### config.mk
export PLATFORM = sky130hd
export DESIGN_NAME = wb_data_master
export DESIGN_NICKNAME = d
export VERILOG_FILES = /design/src/rtl/wb_data_master.sv
export SDC_FILE = /design/constraint.sdc
export NUM_CORES = 1
export LEC_CHECK = 0
export BUFFER_PORTS_ARGS = -buffer_cell sky130_fd_sc_hd__buf_2
export CORE_ASPECT_RATIO = 1.4
export CORE_UTILIZATION = 25
export CTS_CLUSTER_SIZE = 20
export DETAILED_ROUTE_END_ITERATION = 12
export PLACE_DENSITY_LB_ADDON = 0.05
export SLEW_MARGIN = 10
export SYNTH_ARGS = -nofsm -noshare
export SYNTH_HDL_FRONTEND = slang
export SYNTH_SLANG_ARGS = --single-unit
export TNS_END_PERCENT = 20
### constraint.sdc
create_clock -name clk_i -period 2.3 [get_ports clk_i]
set_input_delay 0.23 -clock clk_i [delete_from_list [all_inputs] [get_ports clk_i]]
set_output_delay 0.23 -clock clk_i [all_outputs]
set_load 0.005 [all_outputs]
### src/rtl/wb_data_master.sv
// wb_data_master: single-access Wishbone classic master for a CPU load/store
// port. Handles byte/halfword/word lane steering, load extension,
// misalignment rejection and a bus wait timeout.
module wb_data_master #(
    parameter int unsigned TIMEOUT = 255
) (
    input  logic        clk_i,
    input  logic        rst_i,
    input  logic        req_i,
    input  logic        we_i,
    input  logic [1:0]  size_i,
    input  logic        signed_i,
    input  logic [31:0] addr_i,
    input  logic [31:0] wdata_i,
    output logic        busy_o,
    output logic        done_o,
    output logic        err_o,
    output logic [31:0] rdata_o,
    output logic        cyc_o,
    output logic        stb_o,
    output logic        we_o,
    output logic [31:0] adr_o,
    output logic [3:0]  sel_o,
    output logic [31:0] dat_o,
    input  logic [31:0] dat_i,
    input  logic        ack_i,
    input  logic        err_i
);

    typedef enum logic [1:0] {S_IDLE, S_BUS, S_RESP} state_t;

    // Last wait-count value before the timeout fires (counter starts at 0).
    localparam logic [7:0] LP_LAST = 8'(TIMEOUT - 1);

    state_t      r_state;
    state_t      w_next;

    logic        r_we;
    logic [1:0]  r_size;
    logic        r_signed;
    logic [1:0]  r_lane;
    logic [31:0] r_adr;
    logic [3:0]  r_sel;
    logic [31:0] r_dat;
    logic [7:0]  r_wait;
    logic        r_err;
    logic [31:0] r_rdata;

    logic        w_accept;
    logic        w_misaligned;
    logic        w_timeout;
    logic        w_term;
    logic [3:0]  w_sel;
    logic [31:0] w_dat;
    logic [31:0] w_lane;
    logic [31:0] w_load;

    assign w_accept  = (r_state == S_IDLE) && req_i;
    assign w_timeout = (r_wait == LP_LAST);
    assign w_term    = ack_i || err_i || w_timeout;

    assign adr_o   = r_adr;
    assign sel_o   = r_sel;
    assign dat_o   = r_dat;
    assign rdata_o = r_rdata;

    // Decode the incoming request: alignment check, lane selects, replicated store data.
    always_comb begin
        w_misaligned = 1'b0;
        w_sel        = 4'b0000;
        w_dat        = wdata_i;
        case (size_i)
            2'b00: begin
                w_sel = 4'b0001 << addr_i[1:0];
                w_dat = {4{wdata_i[7:0]}};
            end
            2'b01: begin
                w_misaligned = addr_i[0];
                w_sel        = addr_i[1] ? 4'b1100 : 4'b0011;
                w_dat        = {2{wdata_i[15:0]}};
            end
            2'b10: begin
                w_misaligned = (addr_i[1:0] != 2'b00);
                w_sel        = 4'b1111;
            end
            default: w_misaligned = 1'b1;
        endcase
    end

    // Move the addressed lane of the read data down to bit 0 and extend it.
    always_comb begin
        w_lane = dat_i >> {r_lane, 3'b000};
        case (r_size)
            2'b00:   w_load = {{24{r_signed & w_lane[7]}}, w_lane[7:0]};
            2'b01:   w_load = {{16{r_signed & w_lane[15]}}, w_lane[15:0]};
            default: w_load = dat_i;
        endcase
    end

    // State register.
    always_ff @(posedge clk_i) begin
        if (rst_i) r_state <= S_IDLE;
        else       r_state <= w_next;
    end

    // Next-state and bus/handshake outputs.
    always_comb begin
        w_next = r_state;
        busy_o = 1'b0;
        cyc_o  = 1'b0;
        stb_o  = 1'b0;
        we_o   = 1'b0;
        done_o = 1'b0;
        err_o  = 1'b0;
        case (r_state)
            S_IDLE: begin
                if (req_i) w_next = w_misaligned ? S_RESP : S_BUS;
            end
            S_BUS: begin
                busy_o = 1'b1;
                cyc_o  = 1'b1;
                stb_o  = 1'b1;
                we_o   = r_we;
                if (w_term) w_next = S_RESP;
            end
            S_RESP: begin
                busy_o = 1'b1;
                done_o = 1'b1;
                err_o  = r_err;
                w_next = S_IDLE;
            end
            default: w_next = S_IDLE;
        endcase
    end

    // Request latch, wait counter and outcome capture (err beats ack, ack beats timeout).
    always_ff @(posedge clk_i) begin
        if (rst_i) begin
            r_we     <= 1'b0;
            r_size   <= 2'b00;
            r_signed <= 1'b0;
            r_lane   <= 2'b00;
            r_adr    <= 32'h0;
            r_sel    <= 4'h0;
            r_dat    <= 32'h0;
            r_wait   <= 8'h0;
            r_err    <= 1'b0;
            r_rdata  <= 32'h0;
        end else if (w_accept) begin
            r_we     <= we_i;
            r_size   <= size_i;
            r_signed <= signed_i;
            r_lane   <= addr_i[1:0];
            r_adr    <= {addr_i[31:2], 2'b00};
            r_sel    <= w_sel;
            r_dat    <= w_dat;
            r_wait   <= 8'h0;
            if (w_misaligned) begin
                r_err   <= 1'b1;
                r_rdata <= 32'h0;
            end
        end else if (r_state == S_BUS) begin
            if (err_i) begin
                r_err   <= 1'b1;
                r_rdata <= 32'h0;
            end else if (ack_i) begin
                r_err   <= 1'b0;
                r_rdata <= r_we ? 32'h0 : w_load;
            end else if (w_timeout) begin
                r_err   <= 1'b1;
                r_rdata <= 32'h0;
            end else begin
                r_wait  <= r_wait + 8'd1;
            end
        end
    end

endmodule

Word-level counts from Yosys, hierarchy flattened
Cells that the tools add are included.
W data, S select, Z words.
{ "totals": {"ff_bits": 115, "inputBits": 105} }
{ "classes": {"n_addsub": 1, "eq_ne": 9, "shift": 2, "n_mux": 27, "bitwise": 5, "reduce_logical": 14} }
{ "op_table": {"columns": ["cell", "n"], "rows": [
  ["$mux W32", 7],
  ["$pmux W32 S2", 2],
  ["$shr A32 B5 Y16", 1],
  ["$pmux W4 S3", 1],
  ["$mux W1", 11],
  ["$add A8 B1 Y8 const B", 1],
  ["$eq A8 B8 Y1 const B", 1],
  ["$eq A2 B1 Y1 const B", 3],
  ["$logic_not A2 Y1", 3],
  ["$mux W2", 3],
  ["$eq A2 B2 Y1 const B", 2],
  ["$mux W4", 1],
  ["$ne A2 B2 Y1 const B", 2],
  ["$pmux W2 S2", 1],
  ["$reduce_and A4 Y1", 1],
  ["$reduce_bool A2 Y1", 2],
  ["$reduce_bool A4 Y1", 1],
  ["$reduce_or A2 Y1", 2],
  ["$shl A1 B2 Y4 const A", 1],
  ["$not A1 Y1", 3],
  ["$pmux W1 S3", 1],
  ["$reduce_and A3 Y1", 1],
  ["$and A1 B1 Y1", 2],
  ["$logic_or A1 B1 Y1", 2],
  ["other kinds (3)", 3]
]} }

Logic depth before layout (Yosys ltp)
{ "depth": {"ltp_word": 8, "depth_mapped": 8, "mapped_depth_nobuf": 6} }

Least setup slack after synthesis
OpenSTA, ideal clock, no wires.
{ "synth_path": {"kind": "flip-flop to flip-flop", "startpoint": "register r_state[0]", "endpoint": "register r_rdata[16] (netlist: rdata_o[16])", "setup_time_ns": 0.060, "arrival_ns": 1.849, "required_time_ns": 2.240, "slack_ns": 0.391, "stages_incl_launch_ff": 9, "synth_period_minus_slack_ns": 1.909, "path_cell_list": "dfxtp_1 inv_1 ha_1 a21o_1 buf_2 nand4bb_4 a2111oi_4 buf_6 a221o_1"} }
{ "synth_between": {"elab_chain_len": 4, "elab_cells_between_ends": 8} }
{ "synth_rtl": {"columns": ["item", "line", "text"], "rows": [
  ["start: declaration", "35", "state_t r_state;"],
  ["start signal: assignment", "103", "else r_state <= w_next;"],
  ["$logic_not A2 Y1", "58", "assign w_accept = (r_state == S_IDLE) && req_i;"],
  ["$logic_and A1 B1 Y1", "58", null],
  ["$ne A2 B1 Y1 (no line) (tied with other cells)", null, null],
  ["$reduce_and A3 Y1 (no line)", null, null],
  ["end signal: assignment", "168", "r_rdata <= r_we ? 32'h0 : w_load;"],
  ["end: declaration", "47", "logic [31:0] r_rdata;"]
]} }
Parallel ways exist; a longest one is shown, timed or not.
A chain may end at the register's enable or synchronous reset.

Final worst setup path
{ "layout_path": {"startpoint": "register r_state[0]", "endpoint": "register r_rdata[17] (netlist: rdata_o[17])"} }
The elaborated chain is that of the path after synthesis.

==> results.py <==
metrics = {
    "run_status": {
        "outcome": "finished clean",
    },
    "layout": {
        "utilization_pct": 35.3,
        "area_delta_synth_final_pct": 38.3,
        "fillerInstances": 2131,
        "fin_nets": 906,
        "area.sequential_sq_um": 2300,
        "drive_above_1_share_pct": 32.9,
        "multiInputGateArea_sq_um": 2560,
    },
    "clocking": {
        "clockBufferDepth": 2,
        "cts_made_buffers": 17,
        "cts_setup_buffers": 0,
        "clkSinkCount": 115,
        "hold_buffers": 0,
        "cts_root_buf": "clkbuf_16",
        "post_cts_resize_count": 0,
        "cts_max_level": 4,
        "cts_tree": "done",
        "path_clk_slew_ns": 0.05,
        "clk-insertion-delay-late_ns": 0.41,
    },
    "sta": {
        "setup_violations": 0,
        "rsz0062_at_grt": "no",
        "finalSetupTns_ns": 0,
        "timing.fmax_ghz": 0.513,
        "relSlewSlack_pct": 43.6,
        "final_max_slew_viol_count": 0,
        "worstMarginPinSlew_ns": 0.846,
        "report.final.hold_viol_count": 0,
        "holdWs_ns": 0.0602,
        "skew_ns": 0.00954,
        "min_period_ns": 1.95,
        "fin_crit_sh_pct": 84.8,
    },
    "synthesis": {
        "yosys.area_share.simple_pct": 18.8,
        "synth_top_family_by_area": "compound AO/OA/AOI/OAI gates",
        "synth.top_cells.by_count": "133 x nand2_1, 115 x dfxtp_1, 66 x a21oi_1",
        "ys.flop_type": "dfxtp_1",
        "ys_ff_latch": 115,
        "synthMostInstantiatedCell": "nand2_1",
        "synth_cells": 596,
        "synthArstFlopShare_pct": 0,
        "synth_edf_count": 0,
        "synth-seq-area-share_pct": 45.3,
        "netlist_area_sq_um": 5080,
        "yosys-top-cells-area": "dfxtp_1 45%, nand2_1 9.8%, a21oi_1 6.5%",
        "ys_types": 55,
        "synthMuxAreaShare_pct": 5.24,
        "synth_xor_area_share_pct": 1.03,
        "synth_compound_area_share_pct": 23.6,
        "synth_top_area_share_pct": 45.3,
        "yosysTopAreaCell": "dfxtp_1",
        "synth_fa_ha_area_share_pct": 1.23,
        "avgSynthCellArea_sq_um": 8.53,
        "ys_warn_count": 0,
    },
    "die": {
        "initial_utilization_pct": 25.5,
        "die_h_um": 171,
        "core-area_sq_um": 19900,
        "num_rows": 61,
        "io_pins": 211,
        "die_w_um": 123,
        "dieArea_sq_um": 20900,
    },
    "worst_setup_path": {
        "crit_path_start_kind": "flop",
        "cp_max_fo": 32,
        "end_kind": "flop",
        "cp.required_ns": 2.59,
        "critPathKind": "reg -> reg",
        "cp.arrival_ns": 2.24,
    },
    "pwr": {
        "pwr_density_cell_nw_per_um2": 804,
        "leakage_nw": 3.12,
        "irDropWorstVdd_v": 0.000458,
    },
    "grt": {
        "grt_usage_pct": 16.5,
        "grt_pass1_wl_um": 26500,
        "grt_max_degree": 76,
        "grt_pass1_vias": 5111,
        "grt_antenna_before_repair": 3,
        "grt-ovfl-total": 0,
    },
    "routing": {
        "remaining_drc_errors": 0,
        "via_count": 5007,
        "drt_iter0_markers": 162,
        "dr.pass1.iters": 4,
        "routed_via_density": 4.71,
        "wl_per_cell_um": 15.9,
        "postRouteAntennaNets": 0,
        "wl_um": 16900,
    },
    "job": {
        "cap_violations": 0,
    },
    "placed_design": {
        "io_buffer_count": 208,
        "gp_congestion": 0.754,
        "dp_hpwl_um": 12400,
    },
    "min_path": {
        "hold_class": "in -> reg",
    },
}
==> path summary, 6_finish.rpt <==
path | start | end | slack (ns) | depth (start not counted)
worst max-delay path | r_state[0]$_SDFFE_PP0P_ | rdata_o[17]$_SDFFE_PP0P_ | 0.35 | 7
worst min-delay path | addr_i[17] | adr_o[17]$_SDFFE_PP0P_ | 0.06 | 3
worst max register to register | r_state[0]$_SDFFE_PP0P_ | rdata_o[17]$_SDFFE_PP0P_ | 0.35 | 7
worst min register to register | adr_o[4]$_SDFFE_PP0P_ | adr_o[4]$_SDFFE_PP0P_ | 0.45 | 2
==> state kept, by name, summed over array words and instances, names as in the netlist <==
name,count
r_lane,2
dat_o,32
r_size,2
adr_o,30
r_we,1
r_err,1
r_signed,1
r_state,2
sel_o,4
rdata_o,32
r_wait,8
==> layer usage <==
metal  routed length, um  up-vias  GRT usage, %
met4                 274        0          5.67
met2                8710      164          29.7
met1                6680     2319          17.7
met3                1220       17          5.67
li1                    -     2507             -
met5                   0        -             0
==> cell families after synthesis <==
| group | after synthesis |
|---|---|
| flip-flops | 115 |
| XOR/XNOR | 6 |
| other | 1 |
| AO/OA/AOI/OAI | 173 |
| buffers and inverters | 54 |
| multiplexers | 26 |
| adder cells (fa/ha/maj) | 5 |
| AND/OR/NAND/NOR | 216 |
==> power by group <==
group	internal (mW)	switching (mW)
clock network	1.70	0.932
logic	0.354	0.484
registers	2.12	0.0686
total	4.17	1.48
==> cell usage in the layout (no fill, tap or decap), types with 7 or more instances in the layout <==
cell type	netlist	final
dfxtp_1	115	115
buf_2	4	208
o21ai_0	16	16
o211ai_1	8	8
mux2i_1	24	24
a221o_1	16	16
nand2b_1	10	10
buf_4	5	15
o2bb2ai_1	7	7
clkbuf_16	0	17
nand2_1	133	132
a211oi_1	10	10
a311oi_1	9	9
a21oi_1	66	66
o21ai_1	13	13
a32o_1	7	7
nor2_1	41	41
==> per-stage QoR <==
| step | instances | total power [mW] | instance area [sq um] | setup slack (ns) |
|---|---|---|---|---|
| detailed placement | 1029 | 3.09 | 6440 | 0.372 |
| global placement | 1029 | 3.07 | 6440 | 0.424 |
| finish | 1063 | 5.66 | 7030 | 0.350 |
| CTS | 1060 | 5.76 | 7030 | 0.360 |
| floorplan | 597 | 2.68 | 5090 | 0.391 |
| global route | 1061 | 5.95 | 7030 | 0.161 |
==> cell type report <==
cell class	instances	area share, %
inverters	7	0.374
flip-flops and latches	115	32.7
clock buffers	23	6.94
well taps	252	4.48
clock inverters	8	1.44
multi-input cells	428	36.4
repair buffers	227	17.5
diodes	3	0.107
==> worst max-delay path: stages, from the launching register on <==
cell and delay [ns]:
dfxtp_1 0.31, inv_1 0.09, ha_1 0.25, nand2_2 0.11
nor3_1 0.42, a311oi_4 0.09, buf_12 0.19, a221o_1 0.36
No activity file was read; power rests on OpenSTA's default activity.
